--- src/rtl/uart_tx.sv ---
// 8N1 UART transmitter with a one-byte holding register so that frames can run back to back.
// Latency: 1 clk from accept to start bit. Backpressure: tx_ready drops while the hold register is occupied.
module uart_tx #(
    parameter int CLKS_PER_BIT = 104,
    parameter int CNT_W        = $clog2(CLKS_PER_BIT)
) (
    input  logic       clk,
    input  logic       reset,
    input  logic [7:0] tx_data,
    input  logic       tx_valid,
    output logic       tx_ready,
    output logic       tx,
    output logic       busy,
    output logic [3:0] bit_count
);

    localparam logic [1:0] IDLE  = 2'd0;
    localparam logic [1:0] START = 2'd1;
    localparam logic [1:0] DATA  = 2'd2;
    localparam logic [1:0] STOP  = 2'd3;

    localparam logic [CNT_W-1:0] CNT_LAST = CNT_W'(CLKS_PER_BIT - 1);

    logic [1:0]       state;
    logic [CNT_W-1:0] cnt;
    logic [7:0]       shift;
    logic [7:0]       hold;
    logic             hold_full;
    logic             accept;
    logic             bit_end;

    assign tx_ready = !hold_full;
    assign accept   = tx_valid && tx_ready;
    assign busy     = (state != IDLE);
    assign bit_end  = (cnt == CNT_LAST);

    always_ff @(posedge clk or negedge reset) begin
        if (!reset) begin
            state     <= IDLE;
            cnt       <= '0;
            shift     <= '0;
            hold      <= '0;
            hold_full <= 1'b0;
            tx        <= 1'b1;
            bit_count <= 4'd0;
        end else begin
            // Counter idles at 0, so every START begins a full bit period.
            if (state == IDLE || bit_end) begin
                cnt <= '0;
            end else begin
                cnt <= cnt + 1'b1;
            end

            case (state)
                IDLE: begin
                    if (accept) begin
                        shift     <= tx_data;
                        state     <= START;
                        tx        <= 1'b0;
                        bit_count <= 4'd0;
                    end
                end
                START: begin
                    if (accept) begin
                        hold      <= tx_data;
                        hold_full <= 1'b1;
                    end
                    if (bit_end) begin
                        state <= DATA;
                        tx    <= shift[0];
                    end
                end
                DATA: begin
                    if (accept) begin
                        hold      <= tx_data;
                        hold_full <= 1'b1;
                    end
                    if (bit_end) begin
                        shift     <= {1'b0, shift[7:1]};
                        bit_count <= bit_count + 4'd1;
                        if (bit_count == 4'd7) begin
                            state <= STOP;
                            tx    <= 1'b1;
                        end else begin
                            tx <= shift[1];
                        end
                    end
                end
                STOP: begin
                    if (bit_end) begin
                        bit_count <= 4'd0;
                        // A byte accepted on this very edge bypasses the hold register.
                        if (hold_full) begin
                            shift     <= hold;
                            hold_full <= 1'b0;
                            state     <= START;
                            tx        <= 1'b0;
                        end else if (accept) begin
                            shift <= tx_data;
                            state <= START;
                            tx    <= 1'b0;
                        end else begin
                            state <= IDLE;
                            tx    <= 1'b1;
                        end
                    end else if (accept) begin
                        hold      <= tx_data;
                        hold_full <= 1'b1;
                    end
                end
                default: begin
                    state <= IDLE;
                    tx    <= 1'b1;
                end
            endcase
        end
    end

endmodule

--- config.mk ---
export PLATFORM = sky130hd
export DESIGN_NAME = uart_tx
export DESIGN_NICKNAME = d
export VERILOG_FILES = /design/src/rtl/uart_tx.sv
export SDC_FILE = /design/constraint.sdc
export NUM_CORES = 1
export LEC_CHECK = 0
export CAP_MARGIN = 20
export CORE_MARGIN = 2
export CORE_UTILIZATION = 39
export DETAILED_ROUTE_END_ITERATION = 8
export PLACE_DENSITY = 0.56
export REMOVE_ABC_BUFFERS = 1
export SETUP_SLACK_MARGIN = 0.15
export SYNTH_ARGS = -nofsm -noshare
export SYNTH_HDL_FRONTEND = slang
export SYNTH_SLANG_ARGS = --single-unit
--- constraint.sdc ---
create_clock -name clk -period 4.7 [get_ports clk]
set_input_delay 0.47 -clock clk [delete_from_list [all_inputs] [get_ports clk]]
set_output_delay 0.47 -clock clk [all_outputs]
set_load 0.05 [all_outputs]
==> summary.md, run 1 <==
| Metric | Value |
|---|---|
| Max Root-Sink Buffers | 2 |
| CP Launch Type | flip-flop |
| Fmax | 377.0 MHz |
| Slew HR | 54.98% |
| Final Wtd Congestion | 0.7424 |
| Clock Sinks | 31 |
| Row count | 23 |
| Clock Latency Late Sink | 0.28 ns |
| Synth Instances | 149 |
| Register share of total power | 34.3% |
| PortBufs | 17 |
| Final HPWL DP | 2439 um |
| Internal | 848.1 uW |
| Reg2Reg Capture Point | shift[3] |
| Min-delay worst type | reg -> reg |
| Final Max Slew Viols | 0 |
| Clk slew on worst S/H paths | 0.07 ns |
| Yosys synthesis warning count | 0 |
| Final hold vios | 0 |
| P_sw | 520.1 uW |
| Final setup violation count | 0 |
| Unrepaired setup endpoints after global routing | false |
| CTS tree | yes |
| Critical path class | reg -> out |
| Synth Flop Type | dfrtp_1 |
| Unique masters post-synth | 39 |
| DRC | 0 |
| CTS buffer count | 5 |
| Root Buffer | clkbuf_8 |
| Vias/cell | 5.653 |
| Critical path data arrival time | 2.18 ns |
| #FFs+latches synth | 31 |
| Status | complete, no violations |
| Crit end category | output port |
| Seq/Total Area, Yosys | 47.48% |
| Worst hold endpoint | cnt[0] |
| First-pass GRT wire length | 5713 um |
| Skew final | 0.006398 ns |
| Clock power share | 22.4% |
| IO Pins | 18 |
| CP Data Required Time | 4.23 ns |
| Final hold slack | 0.4652 ns |
| Post-synth design cell area | 1637 um^2 |
| # resized after CTS | 0 |
| All-layer global routing usage | 16.61% |
| Setup TNS | 0 ns |
| Number of antenna cells inserted | 0 |
| Maxcap violations | 0 |
| H-Tree Depth | 2 |
| Worst reg2reg setup slack | 2.40 ns |
| DRT iter0 DRCs | 98 |
| Area grow syn2layout | 20.80% |
| Die Footprint | 4731 um^2 |
| Net Sw Frac | 38.01% |
| HP Start | cnt[0] |
| Syn Area/Cell | 10.98 um^2 |
| Core footprint | 4029 um^2 |
| Min cycle time layout | 2.652 ns |
| Initial Utilization | 40.62% |
| Fill cell count | 395 |
| Worst Max-Slew Pin Slew | 0.6753 ns |
| Final Cycle Share | 56.43% |
| Power Dens Cells | 692.1 nW/um^2 |
| Die Y | 68.78 um |
| Final nets | 186 |
| Number of synthesized flops with an enable pin | 0 |
| Hold buffers post-CTS | 0 |
| Worst Reg-to-Reg Cells | 5 |
| Synth async-reset ratio | 100.0% |
| Final WL | 3378 um |
| Post-CTS setup buffer count | 0 |
| Drt wl/cell | 15.42 um |
| Vias in the first global route | 1234 |
| Routed vias | 1238 |
| Largest net degree at the start of global routing | 32 |
| Share of cells above drive strength 1 | 14.79% |
| Hold path depth | 1 |
| Drt first pass iters | 4 |
| Static leakage | 0.0008326 uW |
| Placed insts | 211 |
| Maximum VDD drop | 228.1 uV |
| Logic pwr share | 43.3% |
| Antenna Nets Post-Route | 0 |
| FF-to-FF Start | state[1] |
| Chip width | 68.78 um |
| Finished Layout Cells | 219 |
| Antenna violations before repair | 0 |
| Max FO, Critical Path | 9 |
| Grt ovf | 0 |
[how the worst max path moves through the flow]
stage                   from        to  slack (ns)  cells past startpoint
global route        state[1]      busy        1.93                      4
finish              state[0]      busy        2.05                      4
floorplan           state[0]  state[1]        2.68                      6
global placement    state[1]  shift[6]        2.39                      5
CTS                 state[1]      busy        2.05                      4
detailed placement  state[1]      busy        2.38                      4
[state kept, by name, indices dropped and copies added (netlist names)]
register / cells
tx: 1
shift: 8
hold_full: 1
cnt: 7
hold: 8
bit_count: 4
state: 2
[final cells by class]
class	instances	area, um^2	area share (%)
multi-input combinational	104	797.0	40.32
sequential	31	777.0	39.30
clock inverter	2	60.06	3.038
clock buffer	6	72.57	3.671
timing repair buffer	18	177.7	8.987
tap	50	62.56	3.165
inverter	8	30.03	1.519
[layer usage]
metal	GRT usage [%]	share of wire, %	vias up
met2	27.76	48	21
met4	6.618	1.5	0
met3	4.708	4.7	8
met1	20.16	46	610
met5	0	0	-
li1	-	-	599
[placed cells by master (no fill, tap or decap), types with 7 or more instances in the layout]
cell type / synthesis / routed
a21oi_1: 7 / 7
a222oi_1: 7 / 7
o2bb2ai_1: 7 / 7
mux2_2: 10 / 10
ha_1: 7 / 7
clkdlybuf4s50_1: 0 / 17
o21ai_0: 11 / 11
dfrtp_1: 30 / 30
inv_1: 8 / 8
nor2_1: 7 / 7
[critical path, stage by stage, from the launching register on]
cell and delay [ns]:
dfrtp_1 0.44, inv_1 0.13, ha_1 0.33, inv_1 0.16
clkdlybuf4s50_1 0.83
[kinds of logic after synthesis]
family / synth area share [%]
compound gates: 21.87
simple gates: 12.46
flops: 47.48
buf+inv: 3.823
mux: 6.881
fa+ha+maj: 5.351
xor+xnor: 2.141
[Yosys cell counts, types with 3 or more instances]
cell type | n | area (um^2)
dfrtp_1 | 30 | 750.7
o21ai_0 | 11 | 55.05
mux2_2 | 10 | 112.6
inv_1 | 8 | 30.03
a21oi_1 | 7 | 35.03
a222oi_1 | 7 | 70.07
ha_1 | 7 | 87.58
nor2_1 | 7 | 26.28
o2bb2ai_1 | 7 | 61.31
nand3_1 | 5 | 25.02
nor3_1 | 5 | 25.02
nand2b_1 | 4 | 25.02
clkbuf_1 | 3 | 11.26
nand2_1 | 3 | 11.26
[power groups by stage]
| stage | clock network, uW | registers, uW | logic (uW) |
|---|---|---|---|
| 6_report | 307 | 469 | 592 |
| 4_1_cts | 314 | 467 | 598 |
| 5_1_grt | 329 | 483 | 662 |
| 3_5_place_dp | 0 | 470 | 597 |
| 2_1_floorplan | 0 | 504 | 397 |
| 3_3_place_gp | 0 | 468 | 587 |
[through the flow]
step	power (uW)	setup WS (ns)	util [%]	area, um^2
after detailed placement	1067	2.377	45.78	1844
after floorplan	900.6	2.682	-	1604
after global placement	1055	2.393	45.78	1844
after global routing	1474	1.935	49.07	1977
final	1368	2.048	49.07	1977
after CTS	1380	2.049	49.07	1977
(Power assumes the default switching activity.)
==> inputs of run 2 (changes only) <==
--- a/config.mk
+++ b/config.mk
@@ -9,7 +9,7 @@
 export CORE_MARGIN = 2
 export CORE_UTILIZATION = 39
 export DETAILED_ROUTE_END_ITERATION = 8
-export PLACE_DENSITY = 0.56
+export PLACE_DENSITY = 0.58
 export REMOVE_ABC_BUFFERS = 1
 export SETUP_SLACK_MARGIN = 0.15
 export SYNTH_ARGS = -nofsm -noshare
==> constraint.sdc (replaced) <==
create_clock -name clk -period 2.2 [get_ports clk]
set_input_delay 0.22 -clock clk [delete_from_list [all_inputs] [get_ports clk]]
set_output_delay 0.22 -clock clk [all_outputs]
set_load 0.05 [all_outputs]
==> run 2 against run 1 <==
  * Clock power grew 87%
  * Combinational power rose by 130%
  * Setup slack lost 1.8 ns
  * Flip-flop and latch count unchanged
  * First-iteration DRC count decreased by 36%
  * Design area rose by 2.5%
  * Final cell count rose by 3.7%
  * Critical path type is now reg -> reg
  * Die area unchanged
  * Global-route usage is 0.96 points higher
  * Largest power group unchanged
  * Via count rose by 3.3%
  * Sequential share of layout area decreased by 0.91 points
  * Power up 110%
==> summary.md, run 2 (synthesized netlist as in run 1, its figures left out) <==
| Metric | Value |
|---|---|
| Die Footprint | 4731 um^2 (unchanged) |
| Largest net degree at the start of global routing | 32 (unchanged) |
| Clock Latency Late Sink | 0.28 ns (about the same) |
| Min cycle time layout | 1.949 ns |
| Drt wl/cell | 15.78 um (was 15.42 um) |
| Routed vias | 1279 (was 1238) |
| Fmax | 513.2 MHz |
| Status | complete, no violations (unchanged) |
| Static leakage | 0.0008678 uW (was 0.0008326 uW) |
| Vias/cell | 5.634 (was 5.653) |
| Root Buffer | clkbuf_8 (unchanged) |
| Clk slew on worst S/H paths | 0.06 ns (was 0.07 ns) |
| Final WL | 3583 um (was 3378 um) |
| Max FO, Critical Path | 8 (was 9) |
| All-layer global routing usage | 17.57% (was 16.61%) |
| Crit end category | flip-flop (was output port) |
| Die Y | 68.78 um (unchanged) |
| Final hold vios | 0 (unchanged) |
| DRT iter0 DRCs | 63 (was 98) |
| Chip width | 68.78 um (unchanged) |
| Vias in the first global route | 1252 (was 1234) |
| Clock Sinks | 31 (unchanged) |
| # resized after CTS | 0 (unchanged) |
| Min-delay worst type | in -> async (was reg -> reg) |
| Setup TNS | 0 ns (unchanged) |
| Final Wtd Congestion | 0.7967 (was 0.7424) |
| CP Data Required Time | 2.36 ns (was 4.23 ns) |
| Final setup violation count | 0 (unchanged) |
| Post-CTS setup buffer count | 0 (unchanged) |
| Power Dens Cells | 1446 nW/um^2 (was 692.1 nW/um^2) |
| Most common cell after layout, fill and taps aside | dfrtp_1 (unchanged) |
| Number of antenna cells inserted | 0 (unchanged) |
| Core footprint | 4029 um^2 (unchanged) |
| First-pass GRT wire length | 5947 um (was 5713 um) |
| Worst Max-Slew Pin Slew | 0.4969 ns (was 0.6753 ns) |
| Slew HR | 66.77% (was 54.98%) |
| Grt ovf | 0 (unchanged) |
| Final Cycle Share | 88.58% |
| Initial Utilization | 40.62% (unchanged) |
| Unrepaired setup endpoints after global routing | false (unchanged) |
| Row count | 23 (unchanged) |
| Final Max Slew Viols | 0 (unchanged) |
| Drt first pass iters | 4 (unchanged) |
| Share of cells above drive strength 1 | 20.90% (was 14.79%) |
| Worst Reg-to-Reg Cells | 6 (was 5) |
| Area grow syn2layout | 23.85% (was 20.80%) |
| PortBufs | 17 (unchanged) |
| Skew final | 0.007593 ns (was 0.006398 ns) |
| Final nets | 194 (was 186) |
| Max Root-Sink Buffers | 2 (unchanged) |
| Hold buffers post-CTS | 0 (unchanged) |
| H-Tree Depth | 2 (unchanged) |
| IO Pins | 18 (unchanged) |
| DRC | 0 (unchanged) |
| Antenna violations before repair | 0 (unchanged) |
| Maximum VDD drop | 610.3 uV (was 228.1 uV) |
| Top Registers | hold: 8 flops, shift: 8 flops, cnt: 7 flops (unchanged) |
| Commonest non-fill, non-tap cells in the layout | dfrtp_1, clkdlybuf4s50_1, o21ai_0, mux2_2, buf_4 (was dfrtp_1, clkdlybuf4s50_1, o21ai_0, mux2_2, inv_1) |
| CTS tree | yes (unchanged) |
| Maxcap violations | 0 (unchanged) |
| Fin util | 50.31% (was 49.07%) |
| Worst reg2reg setup slack | 0.25 ns (was 2.40 ns) |
| Antenna Nets Post-Route | 0 (unchanged) |
| Final HPWL DP | 2617 um (was 2439 um) |
| Critical path class | reg -> reg (was reg -> out) |
| Fill cell count | 377 (was 395) |
| CP Launch Type | flip-flop (unchanged) |
| Critical path data arrival time | 2.11 ns (was 2.18 ns) |
| CTS buffer count | 5 (unchanged) |
| Final hold slack | 0.3441 ns (was 0.4652 ns) |
run 2: final timing paths:
| check | startpoint | end |
|---|---|---|
| min reg2reg | cnt[0] | cnt[0] |
| max reg2reg | cnt[0] | hold[5] |
| min | reset | cnt[2] |
| max in group asynchronous | reset | tx |
| max | cnt[0] | hold[5] |
| min in group clk | cnt[0] | cnt[0] |
run 2: report_power, final:
part           internal (uW)  leakage, uW  switching, uW
logic                    603     0.000421            744
registers                816     0.000385            194
clock network            366    0.0000612            207
total                   1780     0.000868           1150
run 2: cell type report:
type	instances	area (um^2)	share of cell area, %
Timing Repair Buffer	26	239.0	11.79
Inverter	8	30.03	1.481
Sequential cell	31	778.2	38.40
Clock inverter	2	35.03	1.728
Multi-Input combinational cell	104	799.5	39.44
Clock buffer	6	82.58	4.074
Tap cell	50	62.56	3.086
run 2: worst max-delay path: stages, from the launching register on:
cell and delay (ns):
dfrtp_1 0.39, ha_1 0.25, and3_1 0.25, and2_4 0.19
a211oi_4 0.24, buf_6 0.17, mux2_2 0.34
run 2: routing by layer:
| layer | vias up | routed length, um | GRT usage [%] |
|---|---|---|---|
| met5 | - | 0 | 0 |
| met4 | 0 | 0 | 6.373 |
| met3 | 0 | 141 | 5.195 |
| met2 | 29 | 1815 | 27.52 |
| met1 | 634 | 1627 | 23.08 |
| li1 | 616 | - | - |
run 2: stage by stage:
step / instances / worst slack [ns] / power [uW] / cell area, um^2
final: 227 / 0.2513 / 2931 / 2027
after detailed placement: 219 / 0.2312 / 2365 / 1902
after global routing: 227 / 0.1714 / 3160 / 2027
after CTS: 227 / 0.2178 / 2956 / 2019
after global placement: 219 / 0.2710 / 2318 / 1902
after floorplan: 143 / 0.1825 / 1924 / 1604
